[config.mk]
export PLATFORM = sky130hd
export DESIGN_NAME = std_divmod_iter
export DESIGN_NICKNAME = d
export VERILOG_FILES = /design/src/rtl/std_divmod_pkg.sv /design/src/rtl/std_div_step.sv /design/src/rtl/std_divmod_iter.sv
export SDC_FILE = /design/constraint.sdc
export NUM_CORES = 1
export LEC_CHECK = 0
export ABC_CLOCK_PERIOD_IN_PS = 3400
export CAP_MARGIN = 15
export CORE_ASPECT_RATIO = 1.4
export CORE_MARGIN = 3
export CORE_UTILIZATION = 57
export CTS_BUF_LIST = sky130_fd_sc_hd__clkbuf_2
export DETAILED_ROUTE_END_ITERATION = 12
export HOLD_SLACK_MARGIN = 0.15
export PLACE_DENSITY = 0.87
export SYNTH_ARGS = -nofsm -noshare
export SYNTH_HDL_FRONTEND = slang
export SYNTH_SLANG_ARGS = --single-unit
[constraint.sdc]
create_clock -name clk -period 3.4 [get_ports clk]
set_input_delay 0.85 -clock clk [delete_from_list [all_inputs] [get_ports clk]]
set_output_delay 0.85 -clock clk [all_outputs]
set_load 0.1 [all_outputs]
[src/rtl/std_divmod_pkg.sv]
// Shared types and elaboration helpers for the iterative divide/modulo primitive.
//   div_state_e : controller states (idle, iterate, sign fix-up, done pulse, hold-off)
//   iters()     : number of iteration cycles, WIDTH / STEPS
//   cnt_width() : width of the iteration counter, clog2(iters + 1), never below 1
package std_divmod_pkg;

  typedef enum logic [2:0] {
    StIdle,
    StCalc,
    StFix,
    StDone,
    StHold
  } div_state_e;

  function automatic int unsigned iters(int unsigned width, int unsigned steps);
    return (steps == 0) ? 0 : width / steps;
  endfunction

  function automatic int unsigned cnt_width(int unsigned width, int unsigned steps);
    int unsigned w;
    w = $clog2(iters(width, steps) + 1);
    return (w == 0) ? 1 : w;
  endfunction

endpackage

[src/rtl/std_div_step.sv]
// One combinational restoring-division step.
//   rem_i          : partial remainder entering the step (always < divisor)
//   divisor_i      : divisor magnitude
//   dividend_bit_i : next dividend bit, MSB first
//   rem_o          : partial remainder leaving the step
//   quot_bit_o     : resolved quotient bit
module std_div_step #(
  parameter int unsigned Width = 8
) (
  input  logic [Width-1:0] rem_i,
  input  logic [Width-1:0] divisor_i,
  input  logic             dividend_bit_i,
  output logic [Width-1:0] rem_o,
  output logic             quot_bit_o
);

  // The shifted remainder needs one guard bit; after a conditional subtract it fits in Width.
  logic [Width:0] partial;
  logic [Width:0] diff;

  always_comb begin
    partial    = {rem_i, dividend_bit_i};
    diff       = partial - {1'b0, divisor_i};
    quot_bit_o = (partial >= {1'b0, divisor_i});
    rem_o      = quot_bit_o ? diff[Width-1:0] : partial[Width-1:0];
  end

endmodule

[src/rtl/std_divmod_iter.sv]
// Multi-cycle integer divider (quotient + remainder) with a go/done handshake.
// STEPS restoring steps per cycle, optional two's-complement mode truncating toward zero.
//   clk, reset    : clock, synchronous active-high reset
//   go            : start/hold request, held until done is seen; dropping it aborts
//   left, right   : dividend and divisor, sampled on the start edge only
//   out_quotient  : registered quotient
//   out_remainder : registered remainder (sign of the dividend in signed mode)
//   div_by_zero   : registered, set when the last completed operation had right == 0
//   done          : one-cycle completion pulse
module std_divmod_iter
  import std_divmod_pkg::*;
#(
  parameter int unsigned WIDTH  = 32,
  parameter bit          SIGNED = 1'b0,
  parameter int unsigned STEPS  = 1
) (
  input  logic             clk,
  input  logic             reset,
  input  logic             go,
  input  logic [WIDTH-1:0] left,
  input  logic [WIDTH-1:0] right,
  output logic [WIDTH-1:0] out_quotient,
  output logic [WIDTH-1:0] out_remainder,
  output logic             div_by_zero,
  output logic             done
);

  localparam int unsigned N    = iters(WIDTH, STEPS);
  localparam int unsigned CntW = cnt_width(WIDTH, STEPS);

  if (STEPS == 0 || (WIDTH % STEPS) != 0) begin : g_bad_steps
    $error("std_divmod_iter: STEPS must be non-zero and divide WIDTH");
  end

  div_state_e state_q, state_d;

  logic [CntW-1:0]  cnt_q, cnt_d;
  // dq holds the dividend magnitude; quotient bits shift in from the LSB as it drains.
  logic [WIDTH-1:0] dq_q, dq_d;
  logic [WIDTH-1:0] rem_q, rem_d;
  logic [WIDTH-1:0] divisor_q, divisor_d;
  logic             sign_l_q, sign_l_d;
  logic             sign_r_q, sign_r_d;
  logic             dbz_q, dbz_d;

  logic             neg_l, neg_r;
  logic [WIDTH-1:0] abs_l, abs_r;
  logic [WIDTH-1:0] fix_quot, fix_rem;
  logic             load_out;

  logic [WIDTH-1:0] chain_rem [STEPS+1];
  logic [STEPS-1:0] chain_q;

  // Operand magnitudes; MIN maps onto 2^(WIDTH-1) as an unsigned value.
  always_comb begin
    neg_l = SIGNED & left[WIDTH-1];
    neg_r = SIGNED & right[WIDTH-1];
    abs_l = neg_l ? -left : left;
    abs_r = neg_r ? -right : right;
  end

  assign chain_rem[0] = rem_q;

  for (genvar g = 0; g < STEPS; g++) begin : g_step
    std_div_step #(
      .Width(WIDTH)
    ) u_step (
      .rem_i         (chain_rem[g]),
      .divisor_i     (divisor_q),
      .dividend_bit_i(dq_q[WIDTH-1-g]),
      .rem_o         (chain_rem[g+1]),
      .quot_bit_o    (chain_q[STEPS-1-g])
    );
  end

  // State register.
  always_ff @(posedge clk) begin
    if (reset) begin
      state_q <= StIdle;
    end else begin
      state_q <= state_d;
    end
  end

  // Next-state logic.
  always_comb begin
    state_d = state_q;
    case (state_q)
      StIdle: begin
        if (go) begin
          state_d = (right == '0 || left == '0) ? StFix : StCalc;
        end
      end
      StCalc: begin
        if (!go) begin
          state_d = StIdle;
        end else if (cnt_q == CntW'(N - 1)) begin
          state_d = StFix;
        end
      end
      StFix:   state_d = go ? StDone : StIdle;
      StDone:  state_d = go ? StHold : StIdle;
      StHold: begin
        if (!go) begin
          state_d = StIdle;
        end
      end
      default: state_d = StIdle;
    endcase
  end

  // Outputs decoded from state.
  always_comb begin
    done     = (state_q == StDone);
    load_out = (state_q == StFix) && go;
  end

  // Datapath next state.
  always_comb begin
    cnt_d     = cnt_q;
    dq_d      = dq_q;
    rem_d     = rem_q;
    divisor_d = divisor_q;
    sign_l_d  = sign_l_q;
    sign_r_d  = sign_r_q;
    dbz_d     = dbz_q;
    case (state_q)
      StIdle: begin
        if (go) begin
          cnt_d     = '0;
          sign_l_d  = neg_l;
          sign_r_d  = neg_r;
          divisor_d = abs_r;
          if (right == '0) begin
            // Divide-by-zero results are staged raw and bypass the sign fix-up.
            dq_d  = '1;
            rem_d = left;
            dbz_d = 1'b1;
          end else begin
            // A zero dividend leaves dq = rem = 0, which is already the answer.
            dq_d  = abs_l;
            rem_d = '0;
            dbz_d = 1'b0;
          end
        end
      end
      StCalc: begin
        cnt_d = cnt_q + CntW'(1);
        dq_d  = (dq_q << STEPS) | WIDTH'(chain_q);
        rem_d = chain_rem[STEPS];
      end
      default: ;
    endcase
  end

  always_ff @(posedge clk) begin
    if (reset) begin
      cnt_q     <= '0;
      dq_q      <= '0;
      rem_q     <= '0;
      divisor_q <= '0;
      sign_l_q  <= 1'b0;
      sign_r_q  <= 1'b0;
      dbz_q     <= 1'b0;
    end else begin
      cnt_q     <= cnt_d;
      dq_q      <= dq_d;
      rem_q     <= rem_d;
      divisor_q <= divisor_d;
      sign_l_q  <= sign_l_d;
      sign_r_q  <= sign_r_d;
      dbz_q     <= dbz_d;
    end
  end

  // Sign fix-up; MIN / -1 wraps back to MIN without a flag.
  always_comb begin
    if (dbz_q) begin
      fix_quot = dq_q;
      fix_rem  = rem_q;
    end else begin
      fix_quot = (SIGNED && (sign_l_q ^ sign_r_q)) ? -dq_q : dq_q;
      fix_rem  = (SIGNED && sign_l_q) ? -rem_q : rem_q;
    end
  end

  always_ff @(posedge clk) begin
    if (reset) begin
      out_quotient  <= '0;
      out_remainder <= '0;
      div_by_zero   <= 1'b0;
    end else if (load_out) begin
      out_quotient  <= fix_quot;
      out_remainder <= fix_rem;
      div_by_zero   <= dbz_q;
    end
  end

endmodule

==> flow_summary.json <==
{
  "ys_seq_area_share_pct": 38.19,
  "grt_pass1_wl_um": 41630,
  "worstPathArrival_ps": 3680,
  "rsz0062_at_grt": "false",
  "worst_setup_path_start_kind": "flip-flop",
  "outcome": "finished, final reports clean",
  "globalRoute.busiestLayer": "met2",
  "post-route-util_pct": 69.04,
  "hold_path_class": "in -> reg",
  "use_met1_pct": 36.02,
  "fin_crit_sh_pct": 89.05,
  "cts_buffers": 17,
  "slew_headroom_pct": 32.67,
  "tightestPinTransition_ps": 1010,
  "cts_root_buffer": "clkbuf_2",
  "ys_ff_latch": 171,
  "synth_edf_count": 0,
  "drtIter0Drc": 968,
  "cpMaxStageDelayCell": "ha_1",
  "area_growth_pct": 16.94,
  "worstSkewPairLatency_ps": 780,
  "cts_num_sinks": 171,
  "die_w_um": 112.0,
  "cp.depth": 9,
  "finalClockSkew_ps": 54.50,
  "crit-reg2reg-launch": "fix_rem[14]",
  "synthFlopType": "dfxtp_1",
  "hold_violations": 0,
  "antenna_found_initial": 1,
  "die_y_um": 154.4,
  "core_area_mm2": 0.01519,
  "wl_per_cell_um": 17.50,
  "drc": 0,
  "cts_tree": "built",
  "antenna_left": 0,
  "post_cts_buffers": 0,
  "cp.required_ps": 4050,
  "netlist_instances": 1173,
  "p_leak_nw": 4.018,
  "final_cell_area_mm2": 0.01048,
  "grt_util_all_layers_pct": 29.21,
  "wl_um": 25630,
  "startpoint": "fix_rem[14]",
  "clock_path_buffers": 2,
  "end_kind": "flip-flop",
  "nets": 1360,
  "path_class": "reg -> reg",
  "path_cells": "ha_1, nand4_1, or2_1, a2111oi_4, o311ai_4, nand2_4, buf_4, mux2i_1, a211oi_1",
  "num_rows": 53,
  "cp_max_fo": 22,
  "path_buf_inv": 1,
  "fmax_ghz": 0.3303,
  "yosysUniqueCellTypes": 62,
  "drt_pre_antenna_iters": 6,
  "ctsResizeCount": 0,
  "grt_max_degree": 112,
  "port_buffers": 132,
  "grt_overflow": 0,
  "r2r_end": "fix_rem[7]",
  "endpoint": "fix_rem[7]",
  "gr-usage-met2_pct": 49.60,
  "grt_pass1_vias": 8346,
  "async_flop_share_pct": 0,
  "report.final.slew_viol_count": 0,
  "routed_via_density": 6.130,
  "grt_use_met3_pct": 5.284,
  "place.detailed.hpwl_um": 18990,
  "setup_viol": 0,
  "tns_ps": 0,
  "cap_violations": 0,
  "synth_area_per_cell_um2": 7.643,
  "synth.net_count": 1274,
  "ys.warnings.count": 0,
  "ff2ff_path_depth": 9,
  "max-vdd-ir-drop_v": 0.0002330,
  "dieArea_mm2": 0.01729,
  "synthesis.area_mm2": 0.008965,
  "p_per_area_mw_per_mm2": 459.6,
  "path_delay_family": "simple AND/OR/NAND/NOR gates",
  "ios": 133,
  "fin_crit_ps": 3028,
  "place.gp.congestion": 0.9304,
  "htreeDepth": 4,
  "path_clk_slew_ps": 260,
  "dr_total_vias": 8975,
  "critPathMaxStageDelay_ps": 530,
  "final_layout_size_suffix_gt1_share_pct": 11.09,
  "place_area_mm2": 0.01024,
  "postCtsHoldBufs": 0,
  "start_util_pct": 59.03,
  "reg2reg_slack_ps": 370
}
where the power goes:
part           switching, mW  leakage [nW]  internal, mW
logic                  0.914          2.48         0.633
clock network          0.840         0.143         0.240
registers             0.0945          1.39          2.10
total                   1.85          4.02          2.97
cell type report:
| type | count | area (um2) |
|---|---|---|
| fillers | 1353 | 4702 |
| repair buffers | 154 | 1369 |
| diodes | 1 | 2.502 |
| flip-flops and latches | 171 | 3423 |
| well taps | 192 | 240.2 |
| clock buffers | 17 | 85.08 |
| multi-input cells | 876 | 5061 |
| clock inverters | 14 | 156.4 |
| inverters | 39 | 146.4 |
Yosys cell counts, types with 2 or more instances:
master,count,share of area (%)
mux2_2,2,0.25
and2b_1,2,0.17
nand4_1,15,1.0
nor4b_2,2,0.33
and4_1,2,0.20
a211oi_1,32,2.7
inv_1,39,1.6
nand2b_1,8,0.56
a211o_1,2,0.20
xor2_1,12,1.2
or2_1,2,0.14
a311oi_1,6,0.59
a21o_1,16,1.3
dfxtp_1,171,38
nor3_1,12,0.67
o21bai_1,2,0.17
buf_1,17,0.71
a221oi_1,12,1.2
nand3_1,26,1.5
buf_2,13,0.73
nand2_1,244,10
ha_1,33,4.6
o21ai_1,3,0.17
a22oi_1,24,2.0
o31ai_1,2,0.17
nor2_1,55,2.3
clkbuf_1,54,2.3
a21oi_1,183,10
xnor2_1,15,1.5
nand3b_1,5,0.42
o21a_1,9,0.75
o211ai_1,5,0.42
mux2i_1,9,1.0
nor4_1,18,1.3
a31oi_1,11,0.77
o31a_1,2,0.20
nor2b_1,7,0.49
o21ai_0,54,3.0
buf_4,2,0.17
and3_1,23,1.6
cell usage in the layout, fill, tap and decap left out, types with 18 or more instances in the layout:
cell | netlist | layout
nand3_1 | 26 | 26
o21ai_0 | 54 | 54
clkdlybuf4s50_1 | 0 | 65
nand2_1 | 244 | 244
buf_4 | 2 | 85
nor2_1 | 55 | 53
dfxtp_1 | 171 | 171
a22oi_1 | 24 | 24
nor4_1 | 18 | 18
a21oi_1 | 183 | 183
ha_1 | 33 | 33
and3_1 | 23 | 23
a211oi_1 | 32 | 32
inv_1 | 39 | 39
worst min-delay path: stages:
cell and delay (ps):
buf_4 150, nor2_1 60, nand2_1 50, o21ai_0 60
stage by stage:
stage               setup slack, ps  hold WS [ps]  cells  total power, mW
global placement              286.0         442.7   1432            3.709
floorplan                     686.7         432.2   1173            3.349
detailed placement            230.3         447.1   1432            3.733
CTS                           401.3         410.8   1463            4.786
global route                  180.1         486.9   1464            5.052
finish                        372.4         445.9   1464            4.818
sequential cells by signal, indices dropped and copies added (netlist names):
signal	count
divisor_q	32
cnt_q	6
dbz_q	1
state_q	3
out_remainder	32
out_quotient	32
div_by_zero	1
dq_q	32
fix_rem	32
cells by family after synthesis:
| kind of cell | synth area share (%) |
|---|---|
| xor gates and xnor gates | 2.638 |
| muxes | 1.256 |
| and+or+nand+nor | 21.45 |
| buffers and inverters | 5.722 |
| adders and majority gates | 4.829 |
| DFF | 38.19 |
| AOI/OAI and AO/OA | 25.92 |
worst min path at each step:
stage | from | endpoint | slack (ps) | depth (start not counted)
floorplan | dbz_q | div_by_zero | 430 | 2
global placement | divisor_q[14] | divisor_q[14] | 440 | 2
detailed placement | out_remainder[12] | out_remainder[12] | 450 | 2
CTS | reset | fix_rem[28] | 410 | 4
global route | reset | fix_rem[28] | 490 | 4
finish | reset | fix_rem[28] | 450 | 4
routing by layer:
metal | vias up | wire (um)
li1 | 4331 | -
met1 | 4139 | 10030
met2 | 422 | 12400
met3 | 83 | 2155
met4 | 0 | 1039
met5 | - | 0
(Power assumes the default switching activity.)
